<file path="src/rtl/cvtb_pkt_transmitter_if.sv">
// Packet bus between the CVTB egress and the next pipeline module.
// The master drives words; the slave applies back-pressure with out_rdy.
interface cvtb_pkt_transmitter_if #(
    parameter int DATA_WIDTH = 64,
    parameter int CTRL_WIDTH = DATA_WIDTH / 8
);
    logic [DATA_WIDTH-1:0] out_data;
    logic [CTRL_WIDTH-1:0] out_ctrl;
    logic                  out_wr;
    logic                  out_rdy;

    modport master (
        output out_data,
        output out_ctrl,
        output out_wr,
        input  out_rdy
    );

    modport slave (
        input  out_data,
        input  out_ctrl,
        input  out_wr,
        output out_rdy
    );
endinterface

</file>
<file path="src/rtl/cvtb_pkt_transmitter.sv">
// CVTB egress: streams buffer words head..tail onto the packet bus
// through a two-entry skid buffer, pulsing tx_done after the last word.
module cvtb_pkt_transmitter #(
    parameter int DATA_WIDTH = 64,
    parameter int CTRL_WIDTH = DATA_WIDTH / 8,
    parameter int ADDR_WIDTH = 9
) (
    input  logic                  clk,
    input  logic                  reset,
    input  logic                  tx_start,
    input  logic [ADDR_WIDTH-1:0] tx_head,
    input  logic [ADDR_WIDTH-1:0] tx_tail,
    output logic                  tx_busy,
    output logic                  tx_done,
    output logic                  mem_rd,
    output logic [ADDR_WIDTH-1:0] mem_addr,
    input  logic [DATA_WIDTH-1:0] mem_data,
    input  logic [CTRL_WIDTH-1:0] mem_ctrl,
    cvtb_pkt_transmitter_if.master pkt
);

    typedef enum logic [1:0] {
        IDLE = 2'd0,
        SEND = 2'd1,
        DONE = 2'd2
    } state_t;

    state_t                state;
    logic [ADDR_WIDTH-1:0] rd_ptr;
    logic [ADDR_WIDTH-1:0] last_ptr;
    logic                  all_issued;

    logic                  in_flight;
    logic [DATA_WIDTH-1:0] skid_data [2];
    logic [CTRL_WIDTH-1:0] skid_ctrl [2];
    logic                  skid_wp;
    logic                  skid_rp;
    logic [1:0]            skid_cnt;

    logic [1:0]            avail;
    logic                  has_word;
    logic                  out_wr;
    logic                  push;
    logic                  pop;
    logic                  last_out;
    logic [DATA_WIDTH-1:0] head_data;
    logic [CTRL_WIDTH-1:0] head_ctrl;

    // The word returning from memory this cycle counts as available,
    // so an empty buffer forwards it straight to the bus.
    assign avail    = skid_cnt + {1'b0, in_flight};
    assign has_word = (state == SEND) && (avail != 2'd0);
    assign out_wr   = has_word && pkt.out_rdy;

    assign head_data = (skid_cnt != 2'd0) ? skid_data[skid_rp] : mem_data;
    assign head_ctrl = (skid_cnt != 2'd0) ? skid_ctrl[skid_rp] : mem_ctrl;

    assign pkt.out_wr   = out_wr;
    assign pkt.out_data = out_wr ? head_data : '0;
    assign pkt.out_ctrl = out_wr ? head_ctrl : '0;

    assign mem_rd   = (state == SEND) && !all_issued && (avail < 2'd2);
    assign mem_addr = mem_rd ? rd_ptr : '0;

    assign pop      = out_wr && (skid_cnt != 2'd0);
    assign push     = in_flight && !(out_wr && (skid_cnt == 2'd0));
    assign last_out = out_wr && all_issued && (avail == 2'd1);

    always_ff @(posedge clk) begin
        if (reset) begin
            state      <= IDLE;
            rd_ptr     <= '0;
            last_ptr   <= '0;
            all_issued <= 1'b0;
            tx_busy    <= 1'b0;
            tx_done    <= 1'b0;
        end else begin
            unique case (state)
                IDLE: begin
                    if (tx_start) begin
                        state      <= SEND;
                        rd_ptr     <= tx_head;
                        last_ptr   <= tx_tail;
                        all_issued <= 1'b0;
                        tx_busy    <= 1'b1;
                    end
                end
                SEND: begin
                    if (mem_rd) begin
                        rd_ptr <= rd_ptr + ADDR_WIDTH'(1);
                        if (rd_ptr == last_ptr) all_issued <= 1'b1;
                    end
                    if (last_out) begin
                        state   <= DONE;
                        tx_busy <= 1'b0;
                        tx_done <= 1'b1;
                    end
                end
                DONE: begin
                    state   <= IDLE;
                    tx_done <= 1'b0;
                end
                default: begin
                    state   <= IDLE;
                    tx_busy <= 1'b0;
                    tx_done <= 1'b0;
                end
            endcase
        end
    end

    always_ff @(posedge clk) begin
        if (reset) begin
            in_flight <= 1'b0;
            skid_wp   <= 1'b0;
            skid_rp   <= 1'b0;
            skid_cnt  <= 2'd0;
        end else begin
            in_flight <= mem_rd;
            if (push) begin
                skid_data[skid_wp] <= mem_data;
                skid_ctrl[skid_wp] <= mem_ctrl;
                skid_wp            <= ~skid_wp;
            end
            if (pop) skid_rp <= ~skid_rp;
            unique case ({push, pop})
                2'b10:   skid_cnt <= skid_cnt + 2'd1;
                2'b01:   skid_cnt <= skid_cnt - 2'd1;
                default: skid_cnt <= skid_cnt;
            endcase
        end
    end

endmodule

</file>
<file path="src/flat_wrapper.sv">
// flat-port wrapper written by rule: the top's interface ports become plain ports
module cvtb_pkt_transmitter_flat 
#(
    parameter int DATA_WIDTH = 64,
    parameter int CTRL_WIDTH = DATA_WIDTH / 8,
    parameter int ADDR_WIDTH = 9
)
  (clk, reset, tx_start, tx_head, tx_tail, tx_busy, tx_done, mem_rd, mem_addr, mem_data, mem_ctrl, pkt_out_data, pkt_out_ctrl, pkt_out_wr, pkt_out_rdy);
  cvtb_pkt_transmitter_if #(.DATA_WIDTH(DATA_WIDTH), .CTRL_WIDTH(CTRL_WIDTH)) pkt_i ();
  input  logic clk;
  input  logic reset;
  input  logic tx_start;
  input  logic [ADDR_WIDTH-1:0] tx_head;
  input  logic [ADDR_WIDTH-1:0] tx_tail;
  output logic tx_busy;
  output logic tx_done;
  output logic mem_rd;
  output logic [ADDR_WIDTH-1:0] mem_addr;
  input  logic [DATA_WIDTH-1:0] mem_data;
  input  logic [CTRL_WIDTH-1:0] mem_ctrl;
  output wire logic [$bits(pkt_i.out_data)-1:0] pkt_out_data;
  output wire logic [$bits(pkt_i.out_ctrl)-1:0] pkt_out_ctrl;
  output wire logic [$bits(pkt_i.out_wr)-1:0] pkt_out_wr;
  input wire logic [$bits(pkt_i.out_rdy)-1:0] pkt_out_rdy;
  assign pkt_out_data = pkt_i.out_data;
  assign pkt_out_ctrl = pkt_i.out_ctrl;
  assign pkt_out_wr = pkt_i.out_wr;
  assign pkt_i.out_rdy = pkt_out_rdy;
  cvtb_pkt_transmitter #(.DATA_WIDTH(DATA_WIDTH), .CTRL_WIDTH(CTRL_WIDTH), .ADDR_WIDTH(ADDR_WIDTH)) u_core (.clk(clk), .reset(reset), .tx_start(tx_start), .tx_head(tx_head), .tx_tail(tx_tail), .tx_busy(tx_busy), .tx_done(tx_done), .mem_rd(mem_rd), .mem_addr(mem_addr), .mem_data(mem_data), .mem_ctrl(mem_ctrl), .pkt(pkt_i));
endmodule
</file>
<file path="config.mk">
export PLATFORM = sky130hd
export DESIGN_NAME = cvtb_pkt_transmitter_flat
export DESIGN_NICKNAME = d
export VERILOG_FILES = /design/src/rtl/cvtb_pkt_transmitter_if.sv /design/src/rtl/cvtb_pkt_transmitter.sv /design/src/flat_wrapper.sv
export SDC_FILE = /design/constraint.sdc
export NUM_CORES = 1
export LEC_CHECK = 0
export CORE_MARGIN = 4
export CORE_UTILIZATION = 50
export DETAILED_ROUTE_END_ITERATION = 16
export PLACE_DENSITY_LB_ADDON = 0.2
export SLEW_MARGIN = 25
export SYNTH_ARGS = -nofsm -noshare
export SYNTH_HDL_FRONTEND = slang
export SYNTH_SLANG_ARGS = --single-unit
</file>
<file path="constraint.sdc">
create_clock -name clk -period 11.1 [get_ports clk]
set_input_delay 2.22 -clock clk [delete_from_list [all_inputs] [get_ports clk]]
set_output_delay 2.22 -clock clk [all_outputs]
set_load 0.1 [all_outputs]
</file>
# Word level (Yosys, flattened, before mapping)
# Memory sizes are Yosys's and may differ from the RTL's. A register that Yosys moved wholly into a read port is not among the register bits.
# Index checks and enable logic that the tools add are counted.
[totals] reg_bits=28 mem_bits_rw=144 elab_cells=82 n_memories=2
[classes] add_sub_neg=4 magnitude_cmp=1 eq_ne=10 mux=28 bitwise=4 reduce_logical=23
[memory_table] memory="u_core.skid_data" words=2 width=64 read_ports=1 rd_clocked_by_memory_dff=1 wr=1 line_no="cvtb_pkt_transmitter.sv:34" source="logic [DATA_WIDTH-1:0] skid_data [2];"
[memory_table] memory="u_core.skid_ctrl" words=2 width=8 read_ports=1 rd_clocked_by_memory_dff=1 wr=1 line_no="cvtb_pkt_transmitter.sv:35" source="logic [CTRL_WIDTH-1:0] skid_ctrl [2];"
[ops] cell="$mux 64" n=2
[ops] cell="$mux 9" n=3
[ops] cell="$pmux 9 s2" n=1
[ops] cell="$mux 8" n=2
[ops] cell="$mux 1" n=13
[ops] cell="$add 9x1->9 const B" n=1
[ops] cell="$eq 9x9->1" n=1
[ops] cell="$logic_and 1x1->1" n=9
[ops] cell="$pmux 2 s2" n=2
[ops] cell="$reduce_bool 2->1" n=4
[ops] cell="$eq 2x1->1 const B" n=3
[ops] cell="$reduce_and 2->1" n=3
[ops] cell="$reduce_and 3->1" n=2
[ops] cell="$eq 2x2->1 const B" n=2
[ops] cell="$logic_not 2->1" n=2
[ops] cell="$mux 2" n=2
[ops] cell="$ne 2x1->1 const B" n=2
[ops] cell="$ne 2x2->1 const B" n=2
[ops] cell="$not 1->1" n=4
[ops] cell="$pmux 1 s2" n=2
[ops] cell="$reduce_and 4->1" n=1
[ops] cell="$pmux 1 s3" n=1
[ops] cell="$add 2x1->2" n=1
[ops] cell="$add 2x1->2 const B" n=1
[ops] cell="3 further kinds" n=4

# Logic depth before layout (Yosys ltp)
[logic_depth] depth_word=10 depth_mapped=10 depth_no_buf=8

# Least setup slack after synthesis
# OpenSTA, ideal clock, no wires.
[synth_timing] path_type="input-to-reg" start="input reset" end="memory u_core.skid_ctrl[1][0] in the netlist's numbering (enable)" setup_ps=606 arrival_ps=7891 slack_ps=2603 path_stages=3 path_buffers=2 cell_sequence="clkbuf_1 clkbuf_1 nor3b_1"
[synth_via] elab_chain_cells=2
[synth_lines] item="from (decl)" line_no="flat_wrapper.sv:11" source="input logic reset;"
[synth_lines] item="$mux 1" line_no="cvtb_pkt_transmitter.sv:113" source="if (reset) begin"
[synth_lines] item="$mux 1 (implied by the code)" line_no="cvtb_pkt_transmitter.sv:122" source="skid_ctrl[skid_wp] <= mem_ctrl;"
[synth_lines] item="to (decl)" line_no="cvtb_pkt_transmitter.sv:35"
# No other way between the ends.

# Final worst setup path
[layout_timing] start="input pkt_out_rdy" end="output pkt_out_data[39]"
[layout_via] elab_chain_cells=2
[layout_lines] item="from (decl)" line_no="flat_wrapper.sv:24" source="input wire logic [$bits(pkt_i.out_rdy)-1:0] pkt_out_rdy;"
[layout_lines] item="$logic_and 1x1->1" line_no="cvtb_pkt_transmitter.sv:53" source="assign out_wr = has_word && pkt.out_rdy;"
[layout_lines] item="$mux 64" line_no="cvtb_pkt_transmitter.sv:59" source="assign pkt.out_data = out_wr ? head_data : '0;"
[layout_lines] item="to (decl)" line_no="flat_wrapper.sv:21" source="output wire logic [$bits(pkt_i.out_data)-1:0] pkt_out_data;"
# No other way between the ends.

==> results.md <==
* Post-synth EDFFs at 144
* Crit Path Max Fanout at 74
* Crit-path cells: clkdlybuf4s50_1 -> o2111a_2 -> buf_4 -> nand2_1 -> o21ai_0 -> clkdlybuf4s50_1
* Clock-pin transition on the worst setup and hold timing paths at 60 ps
* FF-to-FF End: u_core.skid_data[0][1]
* Die area at 16800 sq um
* Setup Skew at 5.90 ps
* Drt via density at 5.46
* Required @ worst endpoint at 8880 ps
* H-tree depth at 4
* Sw Ratio at 0.232
* Slew @ Worst Pin at 1040 ps
* CP endpoint kind: output port
* Share of layout cells above drive strength 1 at 0.0568
* Outcome: finished, final reports clean
* Register area share after synthesis at 0.663
* Setup bufs post-CTS at 0
* Clock Tree Root: clkbuf_16
* # nets final at 842
* Synth warnings at 0
* CTS tree: done
* DRT iter0 DRCs at 389
* Reg2reg start: u_core.skid_cnt[0]
* RSZ-0062 raised after global routing: false
* Die width at 130 um
* Chip height at 130 um
* Total grt overflow at 0
* Avg Inst Size Synth at 12.8 sq um
* Combinational fraction of design power at 0.115
* Setup CP Type: in2out
* Io pins at 179
* Hold Path Class: reg2reg
* First-pass GRT wire length at 26500 um
* Vias in the first global route at 5311
* Worst hold start: u_core.tx_done
* Startpoint types: primary input
* Final instance area at 9890 sq um
* Critical path buffers and inverters at 3
* Final period utilization at 0.662
* Pint at 1180 uW
* Switching pwr at 356 uW
* Final slew viol count at 0
* Slew margin rel. at 0.303
* Setup_tns at 0 ps
* CP delay by family, top: buffers and inverters
* Number of synthesized register bits at 173
* Critical path arrival at 5130 ps
* Worst path max stage delay at 1160 ps
* Post-cts sizing count at 0
* Initial antenna violation count at 0
* Peak supply drop at 0.0928 mV
* Inserted Diodes at 0
* DR vias at 5134
* Multi-input combinational cell area at 2260 sq um
* TritonCTS Buffers at 17
* Starting Density at 0.509
* Total GRT Usage at 0.201
* # fillers at 1069
* Clk pwr share at 0.409
* Power per standard cell area at 155 nW/um^2
* Cell Area, Synth at 7400 sq um
* Clock Tree Buf Depth at 2
* MaxCap Viol Count at 0
* Most frequent cells in the layout: clkdlybuf4s50_1 (178), edfxtp_1 (144), nand2_1 (96)
* Asr flop ratio synth at 0
* Ys flop type: edfxtp_1
* Hold buffer count at CTS at 0
* Drt pass-1 iters at 4
* Most common cell after layout, fill and taps aside: clkdlybuf4s50_1
* Core box area at 14500 sq um
* Worst hold stages at 1
* Drt drc at 0
* Final setup viols at 0
* Final WL at 16800 um
* Row cnt at 44
* R2r worst-path depth at 6
* Mapped Nets at 674
* Final hold violations at 0
* Placer congestion estimate at 0.833
* Largest net degree at the start of global routing at 75
* Internal reg-to-reg setup slack at 8330 ps
* DP Wirelength at 10900 um
* Placed instance area at 9260 sq um
* Area growth syn-to-layout at 33.6%
* PortBufs at 178
* Final critical-path required period at 7350 ps
* Register Area at 4910 sq um
* Mapped Cells at 577
* Worst-skew pair later-pin latency at 410 ps
* Slowest CP cell: clkdlybuf4s50_1
* Max frequency at 136 MHz
* TritonCTS Sinks at 173
* Seq pwr share at 0.476
* Yosys cell types at 42
* DRT antenna net count at 0
* Hold endpoint: u_core.tx_done
* Leak pwr at 0.00315 uW
* Wire length per cell at 17.9 um
* Cell mode on critical path: clkdlybuf4s50_1
-- layer usage --
| metal | vias up | wire, um | track usage |
|---|---|---|---|
| met5 | - | 0 | 0 |
| met4 | 0 | 238 | 0.0636 |
| met3 | 20 | 945 | 0.0466 |
| met2 | 159 | 8460 | 0.341 |
| met1 | 2502 | 7180 | 0.257 |
| li1 | 2453 | - | - |
-- final cells by class --
class                           count  area share
Sequential cell                   173       0.496
Multi-Input combinational cell    361       0.229
Timing Repair Buffer              186       0.186
Clock buffer                       20      0.0441
Tap cell                          184      0.0233
Clock inverter                     11      0.0194
Inverter                            6     0.00228
-- registers in the layout, indices dropped and copies added, names as in the netlist, named ones only --
signal             count
u_core.rd_ptr          9
u_core.last_ptr        9
u_core.skid_data     128
u_core.skid_cnt        2
u_core.tx_busy         1
u_core.in_flight       1
u_core.skid_rp         1
u_core.tx_done         1
u_core.skid_wp         1
u_core.skid_ctrl      16
u_core.state           2
u_core.all_issued      1
-- worst max-delay path by stage --
stage | startpoint | end | cells past startpoint
after detailed placement | pkt_out_rdy | pkt_out_ctrl[7] | 6
after global routing | pkt_out_rdy | pkt_out_ctrl[6] | 6
after CTS | pkt_out_rdy | pkt_out_ctrl[7] | 6
final | pkt_out_rdy | pkt_out_data[39] | 6
after floorplan | reset | u_core.skid_ctrl[1][0] | 3
after global placement | pkt_out_rdy | pkt_out_data[25] | 6
-- through the flow --
stage               hold slack, ps  worst slack [ps]  cells   util  total power (uW)
floorplan                      448              2600    577      -               852
global placement               437              3840    910  0.637               916
detailed placement             462              3780    910  0.637               921
CTS                            470              3770    941  0.681              1550
global route                   489              3580    941  0.681              1590
finish                         471              3750    941  0.681              1540
-- Yosys cell counts, drive strengths merged, types with 4 or more instances --
cell type  count  area share
a21oi         20       0.014
clkbuf        30       0.026
o21ai         81       0.055
nor3           5      0.0034
nor2          11      0.0056
xnor2          6      0.0071
nor4           5      0.0042
nand2         96       0.049
edfxtp       144        0.58
nor2b          4      0.0034
dfxtp         29       0.078
and2          10      0.0085
mux2i         72       0.097
xor2           8       0.010
buf            7      0.0064
nand3          5      0.0034
inv            6      0.0030
-- kinds of logic after synthesis --
| logic type | after synthesis | share of synthesized area |
|---|---|---|
| AO/OA/AOI/OAI | 120 | 0.0901 |
| AND/OR/NAND/NOR | 152 | 0.0923 |
| flip-flops | 173 | 0.663 |
| multiplexers | 72 | 0.0974 |
| buffers and inverters | 43 | 0.0350 |
| XOR/XNOR | 14 | 0.0176 |
| adder cells (fa/ha/maj) | 3 | 0.00507 |
-- power groups by stage --
stage | combinational, uW | sequential [uW] | clock (uW)
2_1_floorplan | 107 | 745 | 0
3_3_place_gp | 172 | 744 | 0
6_report | 177 | 732 | 628
5_1_grt | 187 | 733 | 668
3_5_place_dp | 176 | 745 | 0
4_1_cts | 177 | 731 | 641
No activity file was read; power rests on OpenSTA's default activity.
